### src/rtl/ddr_req_pkg.sv
// Shared command codes, arbiter state encoding and client-id sizing for the DDR request arbiter.
package ddr_req_pkg;

    localparam logic [2:0] CMD_WRITE = 3'b000;
    localparam logic [2:0] CMD_READ  = 3'b001;

    typedef enum logic {
        ST_IDLE  = 1'b0,
        ST_WLOCK = 1'b1
    } state_t;

    // Width of a client id; never narrower than one bit.
    function automatic int cid_width(input int n);
        return (n <= 2) ? 1 : $clog2(n);
    endfunction

endpackage

### src/rtl/req_tag_fifo.sv
// In-order FIFO of client ids for outstanding read bursts.
// Latency: head is combinational from storage; push/pop take effect at the next edge.
// Backpressure: full/empty flags; a push while full is taken only when a pop happens the same cycle.
module req_tag_fifo #(
    parameter int WIDTH = 2,
    parameter int DEPTH = 8
) (
    input  logic             clk,
    input  logic             rst,
    input  logic             push_vld,
    input  logic [WIDTH-1:0] push_dat,
    input  logic             pop_vld,
    output logic [WIDTH-1:0] head_dat,
    output logic             full,
    output logic             empty
);
    localparam int AW = $clog2(DEPTH);

    logic [WIDTH-1:0] mem [DEPTH];
    logic [AW:0]      wr_ptr;
    logic [AW:0]      rd_ptr;
    logic             do_push;
    logic             do_pop;

    assign empty    = (wr_ptr == rd_ptr);
    assign full     = (wr_ptr[AW] != rd_ptr[AW]) && (wr_ptr[AW-1:0] == rd_ptr[AW-1:0]);
    assign do_pop   = pop_vld & ~empty;
    assign do_push  = push_vld & (~full | do_pop);
    assign head_dat = mem[rd_ptr[AW-1:0]];

    always_ff @(posedge clk) begin
        if (rst) begin
            wr_ptr <= '0;
            rd_ptr <= '0;
        end else begin
            if (do_push) wr_ptr <= wr_ptr + 1'b1;
            if (do_pop)  rd_ptr <= rd_ptr + 1'b1;
        end
    end

    always_ff @(posedge clk) begin
        if (do_push) mem[wr_ptr[AW-1:0]] <= push_dat;
    end

endmodule

### src/rtl/ddr_request_arbiter.sv
// N-client arbiter onto the shared DDR address/write-data/read-data FIFOs.
// Latency: zero; grant, forwarding and read-return steering are combinational.
// Backpressure: per-client af/wdf full flags; write data locked to the writer until BEATS beats.
module ddr_request_arbiter
    import ddr_req_pkg::*;
#(
    parameter int NUM_CLIENTS   = 4,
    parameter int ADDR_W        = 31,
    parameter int DATA_W        = 128,
    parameter int MASK_W        = 16,
    parameter int BEATS         = 2,
    parameter int TAG_DEPTH     = 8,
    parameter int PRIORITY_MODE = 0
) (
    input  logic                          clk,
    input  logic                          rst,
    input  logic [NUM_CLIENTS-1:0]        c_af_wr_en,
    input  logic [3*NUM_CLIENTS-1:0]      c_af_cmd_din,
    input  logic [ADDR_W*NUM_CLIENTS-1:0] c_addr_din,
    input  logic [NUM_CLIENTS-1:0]        c_wdf_wr_en,
    input  logic [DATA_W*NUM_CLIENTS-1:0] c_wdf_din,
    input  logic [MASK_W*NUM_CLIENTS-1:0] c_wdf_mask,
    input  logic [NUM_CLIENTS-1:0]        c_rdf_rd_en,
    output logic [NUM_CLIENTS-1:0]        c_af_full,
    output logic [NUM_CLIENTS-1:0]        c_wdf_full,
    output logic [NUM_CLIENTS-1:0]        c_rdf_valid,
    input  logic                          af_full,
    input  logic                          wdf_full,
    input  logic                          rdf_valid,
    output logic                          af_wr_en,
    output logic [2:0]                    af_cmd_din,
    output logic [ADDR_W-1:0]             addr_din,
    output logic                          wdf_wr_en,
    output logic [DATA_W-1:0]             wdf_din,
    output logic [MASK_W-1:0]             wdf_mask_din,
    output logic                          rdf_rd_en,
    output logic                          orphan_err
);
    localparam int CID_W = cid_width(NUM_CLIENTS);
    localparam int BW    = (BEATS > 1) ? $clog2(BEATS) : 1;
    localparam logic [CID_W-1:0] LAST_ID   = CID_W'(NUM_CLIENTS - 1);
    localparam logic [BW-1:0]    LAST_BEAT = BW'(BEATS - 1);

    state_t           state, state_nx;
    logic [CID_W-1:0] rr_ptr, owner, gnt_id, wr_owner, tag_head;
    logic [BW-1:0]    wbeat, rbeat;
    logic [2:0]       gnt_cmd;
    logic             gnt_is_rd, gnt_is_wr, gnt_stall, accept;
    logic             wr_open, wlast, rd_vld;
    logic             tag_full, tag_empty, tag_push, tag_pop;

    function automatic logic [CID_W-1:0] next_id(input logic [CID_W-1:0] id);
        return (id == LAST_ID) ? '0 : id + 1'b1;
    endfunction

    // With no requester the grant rests on rr_ptr (or 0), so that port alone reports ready.
    always_comb begin
        int idx;
        idx    = 0;
        gnt_id = (PRIORITY_MODE == 0) ? rr_ptr : '0;
        for (int k = NUM_CLIENTS - 1; k >= 0; k--) begin
            if (PRIORITY_MODE == 0) begin
                idx = int'(rr_ptr) + k;
                if (idx >= NUM_CLIENTS) idx = idx - NUM_CLIENTS;
            end else begin
                idx = k;
            end
            if (c_af_wr_en[CID_W'(idx)]) gnt_id = CID_W'(idx);
        end
    end

    assign gnt_cmd   = c_af_cmd_din[int'(gnt_id)*3 +: 3];
    assign gnt_is_rd = (gnt_cmd == CMD_READ);
    assign gnt_is_wr = (gnt_cmd == CMD_WRITE);
    // A full tag FIFO still takes a read in the cycle its head dequeues.
    assign gnt_stall = af_full | (gnt_is_rd & tag_full & ~tag_pop);
    assign accept    = (state == ST_IDLE) & c_af_wr_en[gnt_id] & ~gnt_stall;

    assign wr_owner  = (state == ST_WLOCK) ? owner : gnt_id;
    assign wr_open   = (state == ST_WLOCK) | (accept & gnt_is_wr);
    assign wdf_wr_en = wr_open & c_wdf_wr_en[wr_owner] & ~wdf_full;
    assign wlast     = wdf_wr_en & (wbeat == LAST_BEAT);

    assign tag_push  = accept & gnt_is_rd;
    assign rd_vld    = rdf_valid & ~tag_empty;
    assign rdf_rd_en = rd_vld & c_rdf_rd_en[tag_head];
    assign tag_pop   = rdf_rd_en & (rbeat == LAST_BEAT);

    req_tag_fifo #(
        .WIDTH (CID_W),
        .DEPTH (TAG_DEPTH)
    ) u_tag_fifo (
        .clk      (clk),
        .rst      (rst),
        .push_vld (tag_push),
        .push_dat (gnt_id),
        .pop_vld  (tag_pop),
        .head_dat (tag_head),
        .full     (tag_full),
        .empty    (tag_empty)
    );

    always_ff @(posedge clk) begin
        if (rst) state <= ST_IDLE;
        else     state <= state_nx;
    end

    always_comb begin
        state_nx = state;
        if (state == ST_IDLE) begin
            if (accept & gnt_is_wr & ~wlast) state_nx = ST_WLOCK;
        end else begin
            if (wlast) state_nx = ST_IDLE;
        end
    end

    always_comb begin
        c_af_full   = '1;
        c_wdf_full  = '1;
        c_rdf_valid = '0;
        if (state == ST_IDLE) c_af_full[gnt_id] = gnt_stall;
        if (wr_open)          c_wdf_full[wr_owner] = wdf_full;
        c_rdf_valid[tag_head] = rd_vld;
        af_wr_en     = accept;
        af_cmd_din   = accept ? gnt_cmd : '0;
        addr_din     = accept ? c_addr_din[int'(gnt_id)*ADDR_W +: ADDR_W] : '0;
        wdf_din      = wdf_wr_en ? c_wdf_din[int'(wr_owner)*DATA_W +: DATA_W] : '0;
        wdf_mask_din = wdf_wr_en ? c_wdf_mask[int'(wr_owner)*MASK_W +: MASK_W] : '0;
    end

    always_ff @(posedge clk) begin
        if (rst) begin
            rr_ptr     <= '0;
            owner      <= '0;
            wbeat      <= '0;
            rbeat      <= '0;
            orphan_err <= 1'b0;
        end else begin
            if (accept & gnt_is_wr) owner <= gnt_id;
            // The round-robin pointer moves past a writer only once its burst completes.
            if (wlast)                     rr_ptr <= next_id(wr_owner);
            else if (accept & ~gnt_is_wr)  rr_ptr <= next_id(gnt_id);
            if (wdf_wr_en) wbeat <= wlast ? '0 : wbeat + 1'b1;
            if (rdf_rd_en) rbeat <= tag_pop ? '0 : rbeat + 1'b1;
            if (rdf_valid & tag_empty) orphan_err <= 1'b1;
        end
    end

endmodule

### config.mk
export PLATFORM = sky130hd
export DESIGN_NAME = ddr_request_arbiter
export DESIGN_NICKNAME = d
export VERILOG_FILES = /design/src/rtl/ddr_req_pkg.sv /design/src/rtl/req_tag_fifo.sv /design/src/rtl/ddr_request_arbiter.sv
export SDC_FILE = /design/constraint.sdc
export NUM_CORES = 1
export LEC_CHECK = 0
export BUFFER_PORTS_ARGS = -buffer_cell sky130_fd_sc_hd__buf_2
export CAP_MARGIN = 15
export CORE_AREA = 5 5 354 356
export CTS_CLUSTER_SIZE = 28
export DETAILED_ROUTE_END_ITERATION = 6
export DIE_AREA = 0 0 359 361
export PLACE_DENSITY_LB_ADDON = 0.1
export SYNTH_ARGS = -nofsm -noshare
export SYNTH_HDL_FRONTEND = slang
export SYNTH_SLANG_ARGS = --single-unit
export TNS_END_PERCENT = 1
### constraint.sdc
create_clock -name clk -period 9 [get_ports clk]
set_clock_uncertainty 0.15 [all_clocks]
set_input_delay 1.8 -clock clk [delete_from_list [all_inputs] [get_ports clk]]
set_output_delay 1.8 -clock clk [all_outputs]
set_load 0.01 [all_outputs]
# After elaboration in Yosys (flattened, before gate mapping)
# Memory sizes are Yosys's and may differ from the RTL's. A register that Yosys moved wholly into a read port is not among the register bits.
# Index checks and enable logic that the tools add are counted.
[totals]
mem_bits_rw = 16
out_inout_bits = 194
register_bits = 16
input_bits = 729
memories = 1
elab_cells = 139
[memory_table]
columns = ["name", "words", "word_bits", "rd", "rd_clocked_by_memory_dff", "wr", "line", "source"]
rows = [
  ["u_tag_fifo.mem", 8, 2, 1, 1, 1, "req_tag_fifo.sv:19", "logic [WIDTH-1:0] mem [DEPTH];"],
]
[classes]
shift = 4
n_reduce_logical = 6
n_mux = 52
bitwise_logic = 33
add_sub_neg = 13
magnitude_cmp = 14
n_eq_ne = 6
n_mul = 2
[op_table]
columns = ["op", "n"]
rows = [
  ["variable part select 512 x 10 -> 128 bit", 1],
  ["two-way mux 128 bit", 1],
  ["variable part select 124 x 8 -> 31 bit", 1],
  ["variable part select 64 x 7 -> 16 bit", 1],
  ["two-way mux 31 bit", 1],
  ["two-way mux 2 bit", 13],
  ["two-way mux 1 bit", 21],
  ["AND 1 bit", 17],
  ["less-than comparator 2 x 4 -> 1 bit (second input constant)", 4],
  ["two-way mux 16 bit", 1],
  ["binary-select mux 1 bit (select 2 bit)", 7],
  ["variable part select 12 x 5 -> 3 bit", 1],
  [">= comparator 3 bit (second input constant)", 3],
  ["less-than comparator 2 x 3 -> 1 bit (second input constant)", 3],
  ["two-way mux 3 bit", 3],
  ["adder 4 x 1 -> 4 bit (second input constant)", 2],
  ["two-way mux 4 bit", 2],
  ["inverter 1 bit", 8],
  ["inverter 4 bit", 2],
  ["OR 4 bit", 2],
  ["subtractor 2 x 1 -> 2 bit (second input constant)", 4],
  ["multiplier 2 x 5 -> 7 bit (second input constant)", 1],
  ["adder 2 x 2 -> 3 bit (second input constant)", 2],
  ["demux 1 bit (select 2 bit)", 3],
  ["16 further kinds", 26],
]

# Depth between registers and ports, before layout
# Gate-level depths: netlist of run 1.
[logic_depth]
word_depth = 27
mapped_depth = 12
depth_no_buf = 9

# Hierarchy
# A second synthesis of run 1 with hierarchy kept.
[unflattened]
cells_unflattened = 769
area_unflattened_um2 = 7561.0
[modules_own_cells]
columns = ["module", "seq_area_each_um2", "area_per_inst_um2", "instances", "cells_per_inst"]
rows = [
  ["ddr_request_arbiter", 160.2, 6352.3, 1, 676],
  ["req_tag_fifo", 700.7, 1208.7, 1, 93],
]

# Worst setup path before layout of run 1
# Ideal clock, no wire load.
[synth_timing]
path_kind = "input to output"
start = "input c_af_wr_en[0]"
end = "output addr_din[21]"
slack_ns = 2.970
required_ns = 7.050
path_stages = 8
n_path_buf = 1
t_arrival_ns = 4.080
cell_sequence = "and3b_1 > o41ai_2 > mux4_2 > or2_4 > o31a_1 > and2_4 > buf_6 > and3_1"
[synth_between]
elab_chain_cells = 16
word_cells_on_any_way = 30
cone_classes = "2 x mul; 1 x eq/ne; 2 x shift; 19 x mux; 6 x bitwise"
[synth_rtl]
columns = ["item", "line", "source"]
rows = [
  ["from (decl)", "ddr_request_arbiter.sv:17", "input logic [NUM_CLIENTS-1:0] c_af_wr_en,"],
  ["binary-select mux 1 bit (select 2 bit)", "ddr_request_arbiter.sv:68", "if (c_af_wr_en[CID_W'(idx)]) gnt_id = CID_W'(idx);"],
  ["two-way mux 1 bit (not written as such) (2 in series)", "ddr_request_arbiter.sv:68", ""],
  ["two-way mux 2 bit (4 in series)", "ddr_request_arbiter.sv:68", ""],
  ["multiplier 2 x 2 -> 4 bit", "ddr_request_arbiter.sv:72", "assign gnt_cmd = c_af_cmd_din[int'(gnt_id)*3 +: 3];"],
  ["variable part select 12 x 5 -> 3 bit", "ddr_request_arbiter.sv:72", ""],
  ["equality test 3 x 1 -> 1 bit", "ddr_request_arbiter.sv:73", "assign gnt_is_rd = (gnt_cmd == CMD_READ);"],
  ["AND 1 bit (2 in series)", "ddr_request_arbiter.sv:76", "assign gnt_stall = af_full | (gnt_is_rd & tag_full & ~tag_pop);"],
  ["OR 1 bit", "ddr_request_arbiter.sv:76", ""],
  ["inverter 1 bit", "ddr_request_arbiter.sv:77", "assign accept = (state == ST_IDLE) & c_af_wr_en[gnt_id] & ~gnt_stall;"],
  ["AND 1 bit (*)", "ddr_request_arbiter.sv:77", ""],
  ["net af_wr_en", "ddr_request_arbiter.sv:30", "output logic af_wr_en,"],
  ["two-way mux 31 bit (*)", "ddr_request_arbiter.sv:126", "addr_din = accept ? c_addr_din[int'(gnt_id)*ADDR_W +: ADDR_W] : '0;"],
  ["to (decl)", "ddr_request_arbiter.sv:32", "output logic [ADDR_W-1:0] addr_din,"],
]
# Mark *: on every way through the listed nets, which the timed path passes. The rest lies on a longest branch. The select of a mux whose other input is x is not followed.

# Final worst setup path of run 1
[layout_timing]
start = "input c_af_wr_en[2]"
end = "output wdf_din[23]"
[layout_between]
elab_chain_cells = 20
word_cells_on_any_way = 37
cone_classes = "1 x mul; 1 x eq/ne; 2 x shift; 22 x mux; 10 x bitwise; 1 x reduce/logical"
[layout_rtl]
columns = ["item", "line", "source"]
rows = [
  ["binary-select mux 1 bit (select 2 bit)", "ddr_request_arbiter.sv:68", ""],
  ["two-way mux 1 bit (not written as such) (2 in series)", "ddr_request_arbiter.sv:68", ""],
  ["two-way mux 2 bit (4 in series)", "ddr_request_arbiter.sv:68", ""],
  ["multiplier 2 x 2 -> 4 bit", "ddr_request_arbiter.sv:72", ""],
  ["variable part select 12 x 5 -> 3 bit", "ddr_request_arbiter.sv:72", ""],
  ["equality test 3 x 1 -> 1 bit", "ddr_request_arbiter.sv:73", ""],
  ["AND 1 bit (2 in series)", "ddr_request_arbiter.sv:76", ""],
  ["OR 1 bit", "ddr_request_arbiter.sv:76", ""],
  ["inverter 1 bit", "ddr_request_arbiter.sv:77", ""],
  ["AND 1 bit", "ddr_request_arbiter.sv:77", ""],
  ["AND 1 bit", "ddr_request_arbiter.sv:80", "assign wr_open = (state == ST_WLOCK) | (accept & gnt_is_wr);"],
  ["OR 1 bit", "ddr_request_arbiter.sv:80", ""],
  ["AND 1 bit (2 in series)", "ddr_request_arbiter.sv:81", "assign wdf_wr_en = wr_open & c_wdf_wr_en[wr_owner] & ~wdf_full;"],
  ["two-way mux 128 bit (*)", "ddr_request_arbiter.sv:127", "wdf_din = wdf_wr_en ? c_wdf_din[int'(wr_owner)*DATA_W +: DATA_W] : '0;"],
  ["to (decl)", "ddr_request_arbiter.sv:34", "output logic [DATA_W-1:0] wdf_din,"],
]
# Every way passes the cells marked *; elsewhere a longest branch is shown, timed or not. The select of a mux whose other input is x is not followed.

==> run summary, run 1 <==
The flow ran to the end, and the final reports show no timing, DRC or antenna violations. The share of async-settable or async-resettable flops after synthesis came out at 0%. The number of synthesized register bits is 35. The DRC violation count after routing came out at 0. The area added between synthesis and finish is 87.9%.

The path class of the tightest hold or removal check is flop to flop. The number of antenna violations at the first check in global routing is 30. The number of unique standard cell types used by synthesis is 48. The worst-margin pin slew came out at 0.785 ns. The count of final hold-check violations came out at 0. The path with the worst hold slack has its endpoint at orphan_err. The critical path goes through buf_2, o21bai_1, a21oi_1, or2_2, buf_4, o21ai_1, inv_8, mux2_2, o221a_4, buf_12, and2_1, buf_2. The core box area came out at 121000 um^2. The standard-cell row count came out at 128.

Setup repair after global routing left no endpoint under its margin. Wires add up to 68000 um. The remaining global-route overflow came out at 0. The post-synthesis cell area came out at 7580 um^2. Once layout is complete, the utilization of the core stands at 11.7%. The tightest hold margin is 0.324 ns.

In this run, post-CTS hold repair placed 0 buffers. In this run, the number of DRC markers left after iteration 0 of detailed routing was 538. The buffer depth of the longest clock path is 2. The sum of negative setup slack is 0 ns. In this run the critical register-to-register path is captured at rr_ptr[0]. The post-synth net total is 1447. The die extent in x is 359 um.

For this configuration, the core starts out at a cell density of 6.24%. The required time at the endpoint of the critical path came out at 7.05 ns. The global-route wire length before repair is 91600 um.

TritonCTS built the clock tree. The maximum fanout count along the critical path is 76. Using the TritonRoute via totals, the vias-per-cell ratio works out to 3.07.

The startpoint of the tightest hold check path is orphan_err. The reg-to-reg startpoint is rr_ptr[1]. After layout, the worst path uses 80.4% of the clock period. The tool flagged a number of max-cap violations equal to 0.

STA classifies the critical path startpoint as an input port. The worst-case IR drop observed on VDD is 0.0739 mV. The maximum number of pins on one net before global-route repair came out at 77. The number of cells on the worst reg-to-reg path came out at 11.

The average footprint of a synthesized cell is 10.7 um^2. The overall fraction of global-route tracks in use is 9.81%. The share of cells above drive strength 1 is 70.1%. The arrival time of the worst setup path is 5.29 ns. The number of inserted filler cells in the final layout is 14276.

The total via count in the routed design came out at 9874. The synthesized design contains 16 enable-type register cells. The half-perimeter wire length after detailed placement is 60400 um. The clock period minus worst slack is 7.24 ns. Registers take 861 um^2. The cell count after synthesis came out at 708. The worst setup path is of the input port to primary output kind. The sequential area share after synthesis is 11.4%. In the layout the commonest cells are buf_2, mux4_2, and2_1, nand2_1, mux2i_1. The worst setup path is captured at a primary output. The number of buffers created by CTS came out at 5. The CTS root buffer is clkbuf_16. The buffers inserted during post-CTS setup optimization came out at 0. The number of levels the H-tree was split into is 2. The Yosys step of the flow raised 0 warnings. The clock-pin slew reported for the worst setup and hold paths after clock tree synthesis is 0.06 ns. The delay of the slowest cell on the worst path is 0.50 ns. The worst hold path depth came out at 2. The overall die area came out at 130000 um^2. In the final layout, the multi-input gates occupy 6360 um^2.

The count of instances resized after the clock tree is built is 0. The number of slew-limit violations in the final report is 0. The final estimated routing congestion in global placement is 0.953. On the critical path, the stage with the largest delay is an instance of o21ai_1.

In this design, the critical path's most frequently occurring cell is buf_2. Leaving out fill and tap cells, the most frequent cell in the layout is buf_2. Among all flip-flop cells after synthesis, the most frequent one is dfxtp_1. The boundary pin count came out at 923. The maximum operating frequency came out at 138 MHz. The average wire length per cell after detail routing is 21.1 um. The iteration count of the initial detailed-routing pass is 4. The worst max-slew margin expressed relative to the limit is 47.7%. The setup slack of the most critical reg-to-reg path came out at 5.08 ns.

The number of antenna-violating nets in the routed design came out at 0. The reported leakage power came out at 6.78 nW. The number of endpoints failing setup at the final stage came out at 0.

From bottom edge to top edge, the die measures 361 um. The sink count of the clock tree is 35. The areal power density over the cells is 125 nW/um^2.

The source-to-sink clock delay at the later pin of the worst-skew pair came out at 0.28 ns. The via count of the first global-routing pass is 10931. The number of buffers inserted by port buffering is 922.

In the final design database the tool counted 2317 nets.
## metrics by stage
| step | worst slack [ns] | total power, mW | std cells | cell area [um^2] |
|---|---|---|---|---|
| after floorplan | 2.97 | 1.10 | 708 | 7580 |
| after global placement | 1.60 | 1.65 | 3196 | 14100 |
| after detailed placement | 1.62 | 1.64 | 3196 | 14100 |
| after CTS | 1.61 | 1.83 | 3204 | 14200 |
| after global routing | 1.42 | 1.93 | 3213 | 14200 |
| final | 1.76 | 1.79 | 3217 | 14200 |
## worst max-delay path: cells and delay by family
family | cells | cell delay, ns
buffers and inverters | 5 | 1.15
AND/OR/NAND/NOR | 2 | 0.60
multiplexers | 1 | 0.29
AO/OA/AOI/OAI | 4 | 1.23
## state kept, by name, indices dropped and copies added (netlist names), named ones only
name / count
rr_ptr: 2
u_tag_fifo.mem: 16
rbeat: 1
state: 1
u_tag_fifo.rd_ptr: 4
u_tag_fifo.wr_ptr: 4
wbeat: 1
orphan_err: 1
owner: 2
## power breakdown
part	internal, mW	switching, mW	leakage [nW]	total (mW)
logic	0.707	0.714	6.41	1.42
clock network	0.103	0.0720	0.0665	0.175
registers	0.179	0.0111	0.300	0.190
total	0.990	0.797	6.78	1.79
## logic make-up (layout without fill, tap and decap cells)
family	after synthesis	after routing	synth area share, %
AND/OR/NAND/NOR	314	314	23.0
AO/OA/AOI/OAI	24	24	2.25
multiplexers	230	230	55.4
XOR/XNOR	11	11	1.27
other	0	13	0
adder cells (fa/ha/maj)	10	10	1.65
flip-flops	35	35	11.4
buffers and inverters	84	955	5.14
## layout make-up
type	count	share of cell area, %
clock buffer	5	0.879
tap	1625	14.3
clock inverter	3	0.167
inverter	12	0.369
antenna	13	0.229
timing repair buffer	935	33.4
multi-input combinational	589	44.7
sequential	35	6.05
## how the worst max path moves through the flow
stage,cells after the start,to,startpoint
finish,12,wdf_din[23],c_af_wr_en[2]
global route,12,wdf_din[23],c_af_wr_en[2]
CTS,12,wdf_din[23],c_af_wr_en[2]
detailed placement,12,wdf_din[23],c_af_wr_en[2]
global placement,12,wdf_din[23],c_af_wr_en[1]
floorplan,8,addr_din[21],c_af_wr_en[0]
## per-layer routing
layer	GRT usage (%)	routed length [um]	part of all wire, %
met1	12.5	28600	42
met2	17.3	34500	51
met3	2.56	4580	6.7
met4	0.850	238	0.35
met5	0	101	0.15
## cell usage after synthesis, drive strengths merged (3+ instances only)
cell    count  area, um^2
ha         10         125
buf        43         235
nand2      76         285
dfxtp      19         380
xnor2       8        70.1
clkbuf     29         109
nand2b      5        31.3
nor2       24        90.1
o21ai       8        40.0
and3       36         225
mux2i      76         761
nor3        9        45.0
mux4      151        3400
mux2        3        33.8
nor4        3        40.0
and2      146         916
xor2        3        26.3
nor2b       4        25.0
inv        12        45.0
edfxtp     16         480
No activity file was read; power rests on OpenSTA's default activity.
==> run 2: changes to the inputs <==
Clock period 9 ns to 6.6 ns, I/O delays scaled along.
==> run summary, run 2 (synthesis results as in run 1) <==
The run finished with clean final reports. The tightest min-delay check is of the flop to flop type. For this design, the slowest cell found on the critical path is o41ai_4. The half-perimeter wire length after detailed placement came to 61300 um (+1.5%).

The overall die area is 130000 um^2 (unchanged). The areal power density over the cells is 178 nW/um^2 (+41%). The sink count of the clock tree is 35 (unchanged).

The nature of the critical path endpoint is a primary output. TritonCTS built the clock tree. The clock-pin slew reported for the worst setup and hold paths after clock tree synthesis came out at 0.06 ns (about the same).

The final net count is 2321 (+0.17%). The critical path depth in cells is 9 (-3). The kind of cell adding the most delay to the critical path is compound AO/OA/AOI/OAI gates. The internal power contribution came out at 1.41 mW (+43%). The count of instances resized after the clock tree is built is 0 (unchanged).

The worst setup path is of the input port to primary output kind. The delay of the slowest cell on the worst path came to 0.58 ns (+0.08 ns). The maximum number of pins on one net before global-route repair came to 73 (-5.2%). The number of slew-limit violations in the final report came out at 0 (unchanged).

The number of maximum-capacitance violations is 0 (unchanged). The total buffers and inverters traversed by the critical path came out at 3 (-2). The number of antenna-violating nets in the routed design came out at 0 (unchanged). The average wire length per cell after detail routing is 21.5 um (+1.8%). The number of buffers inserted by port buffering is 922 (unchanged). The number of buffers created by CTS is 5 (unchanged). CTS placed an instance of clkbuf_16 at the clock tree root. The boundary pin count is 923 (unchanged). Leaving out fill and tap cells, the most frequent cells in the layout are buf_2, mux4_2, and2_1, nand2_1, mux2i_1. The mean number of vias per cell is 3.08 (+0.31%). The buffer depth of the longest clock path is 2 (unchanged).

The standard-cell row count is 128 (unchanged). The initial core utilization came out at 6.24% (unchanged). The number of inserted filler cells in the final layout is 14230 (-0.32%). In this run the critical register-to-register path is captured at u_tag_fifo.mem[1][1]. The number of design-rule violations left by the first detailed-router iteration came out at 494 (-8.2%).

The final cycle utilization of the critical path came out at 89.4%. The peak ir drop on the vdd network came out at 0.118 mV (+59%). The commonest non-fill, non-tap cell in the layout is buf_2. Among the stages of the critical path, the cell type that occurs most often is buf_2. The worst-margin pin slew came out at 0.960 ns (+0.175 ns). The share of cells above drive strength 1 is 70.2% (about the same). In this run the worst setup path terminates at wdf_din[0]. The number of antenna violations at the first check in global routing came out at 23 (-23%).

The relative contribution of combinational cells to total power is 79.3% (-0.2 points). The sum of negative setup slack came out at 0 ns (unchanged). The multi-input logic area came to 6360 um^2 (unchanged). The global-route wire length before repair came out at 92900 um (+1.4%). The total via count in the routed design came out at 9898 (+0.24%). The count of final hold-check violations came to 0 (unchanged).

The remaining global-route overflow came out at 0 (unchanged). The iteration count of the initial detailed-routing pass came out at 5 (+1). STA classifies the critical path startpoint as an input port. The clock period minus worst slack came out at 5.90 ns. The count of hold-fix buffers inserted at cts is 0 (unchanged). The critical path goes through buf_2, and3b_1, o41ai_4, mux4_2, nor4_4, o221a_4, buf_4, and2_1, buf_2. The number of endpoints failing setup at the final stage is 0 (unchanged). The number of levels the H-tree was split into is 2 (unchanged). The source-to-sink clock delay at the later pin of the worst-skew pair came to 0.28 ns (about the same). The final total power is 2.54 mW (+42%). The share of total power in sequential cells came out at 10.2% (-0.4 points). The maximum operating frequency is 169 MHz.

The via count of the first global-routing pass came out at 10893 (-0.35%). The setup slack of the most critical reg-to-reg path came out at 3.01 ns (-2.07 ns). The flip-flop count of the largest register, all copies and words added is 16 (unchanged). The overall fraction of global-route tracks in use came out at 9.96% (+0.15 points).

The worst max-slew margin expressed relative to the limit came out at 36.0% (-12 points). Setup repair after global routing left no endpoint under its margin. The area added between synthesis and finish is 89.1%. The total net switching power came out at 1.13 mW (+42%).

The DRC violation count after routing came out at 0 (unchanged). The cell count after placement is 3200 (+0.13%). The arrival time of the worst setup path is 4.43 ns (-0.86 ns). The most critical setup path has its startpoint at c_af_wr_en[0].

The reported leakage power came out at 6.83 nW (+0.76%). The area taken by flip-flops and latches was 861 um^2 (unchanged). The vertical die dimension was 361 um (unchanged). The required time at the endpoint of the critical path is 5.13 ns (-1.92 ns). The final estimated routing congestion in global placement came to 0.912 (-4.3%). The number of cells on the worst reg-to-reg path was 7 (-4).

The die extent in x is 359 um (unchanged). In this run the critical register-to-register path is launched from rr_ptr[1]. The clock share of power is 10.5% (+0.7 points). The filler-free cell count of the finished design came out at 3215 (-0.062%). The fraction of power spent switching nets is 44.5% (-0.14 points).

The maximum fanout count along the critical path is 23 (-70%). The core box area came out at 121000 um^2 (unchanged). The buffers inserted during post-CTS setup optimization came out at 0 (unchanged).

The total length of routed wires is 69100 um (+1.7%).
-- run 2: worst min path at each step --
| stage | start | to | slack, ns | cells past startpoint |
|---|---|---|---|---|
| 6_report | orphan_err | orphan_err | 0.33 | 2 |
| 5_1_grt | orphan_err | orphan_err | 0.35 | 2 |
| 4_1_cts | orphan_err | orphan_err | 0.34 | 2 |
| 3_5_place_dp | orphan_err | orphan_err | 0.32 | 2 |
| 3_3_place_gp | orphan_err | orphan_err | 0.33 | 2 |
| 2_1_floorplan | owner[1] | owner[1] | 0.31 | 2 |
-- run 2: worst min-delay path: stages, from the launching register on --
cell,delay [ns]
dfxtp_1,0.33
a31oi_1,0.04
nor2_1,0.07
-- run 2: metal layers --
layer  track usage, %  routed length (um)  vias to the layer above
li1                 -                   -                     4477
met1             12.4               28600                     4950
met2             17.9               35500                      431
met3             2.58                4340                       34
met4             1.04                 608                        6
met5                0                  30                        -
-- run 2: final cells by class --
| type | instances | share of cell area (%) |
|---|---|---|
| multi-input cells | 589 | 44.4 |
| repair buffers | 939 | 33.8 |
| clock inverters | 2 | 0.262 |
| clock buffers | 5 | 0.873 |
| well taps | 1625 | 14.2 |
| flip-flops and latches | 35 | 6.01 |
| inverters | 12 | 0.367 |
| diodes | 8 | 0.140 |
-- run 2: per-stage QoR --
stage | area (um^2) | hold slack, ns | setup slack (ns) | utilization, %
floorplan | 7580 | 0.310 | 1.53 | -
global placement | 14100 | 0.335 | 0.618 | 11.7
detailed placement | 14100 | 0.321 | 0.655 | 11.7
CTS | 14300 | 0.335 | 0.639 | 11.8
global route | 14300 | 0.353 | 0.498 | 11.8
finish | 14300 | 0.327 | 0.697 | 11.8
-- run 2: power by group through the flow --
stage / clock, mW / sequential [mW] / combinational, mW
2_1_floorplan: 0 / 0.255 / 1.24
3_3_place_gp: 0 / 0.264 / 2.09
3_5_place_dp: 0 / 0.264 / 2.07
4_1_cts: 0.277 / 0.259 / 2.08
5_1_grt: 0.287 / 0.261 / 2.19
6_report: 0.267 / 0.259 / 2.02
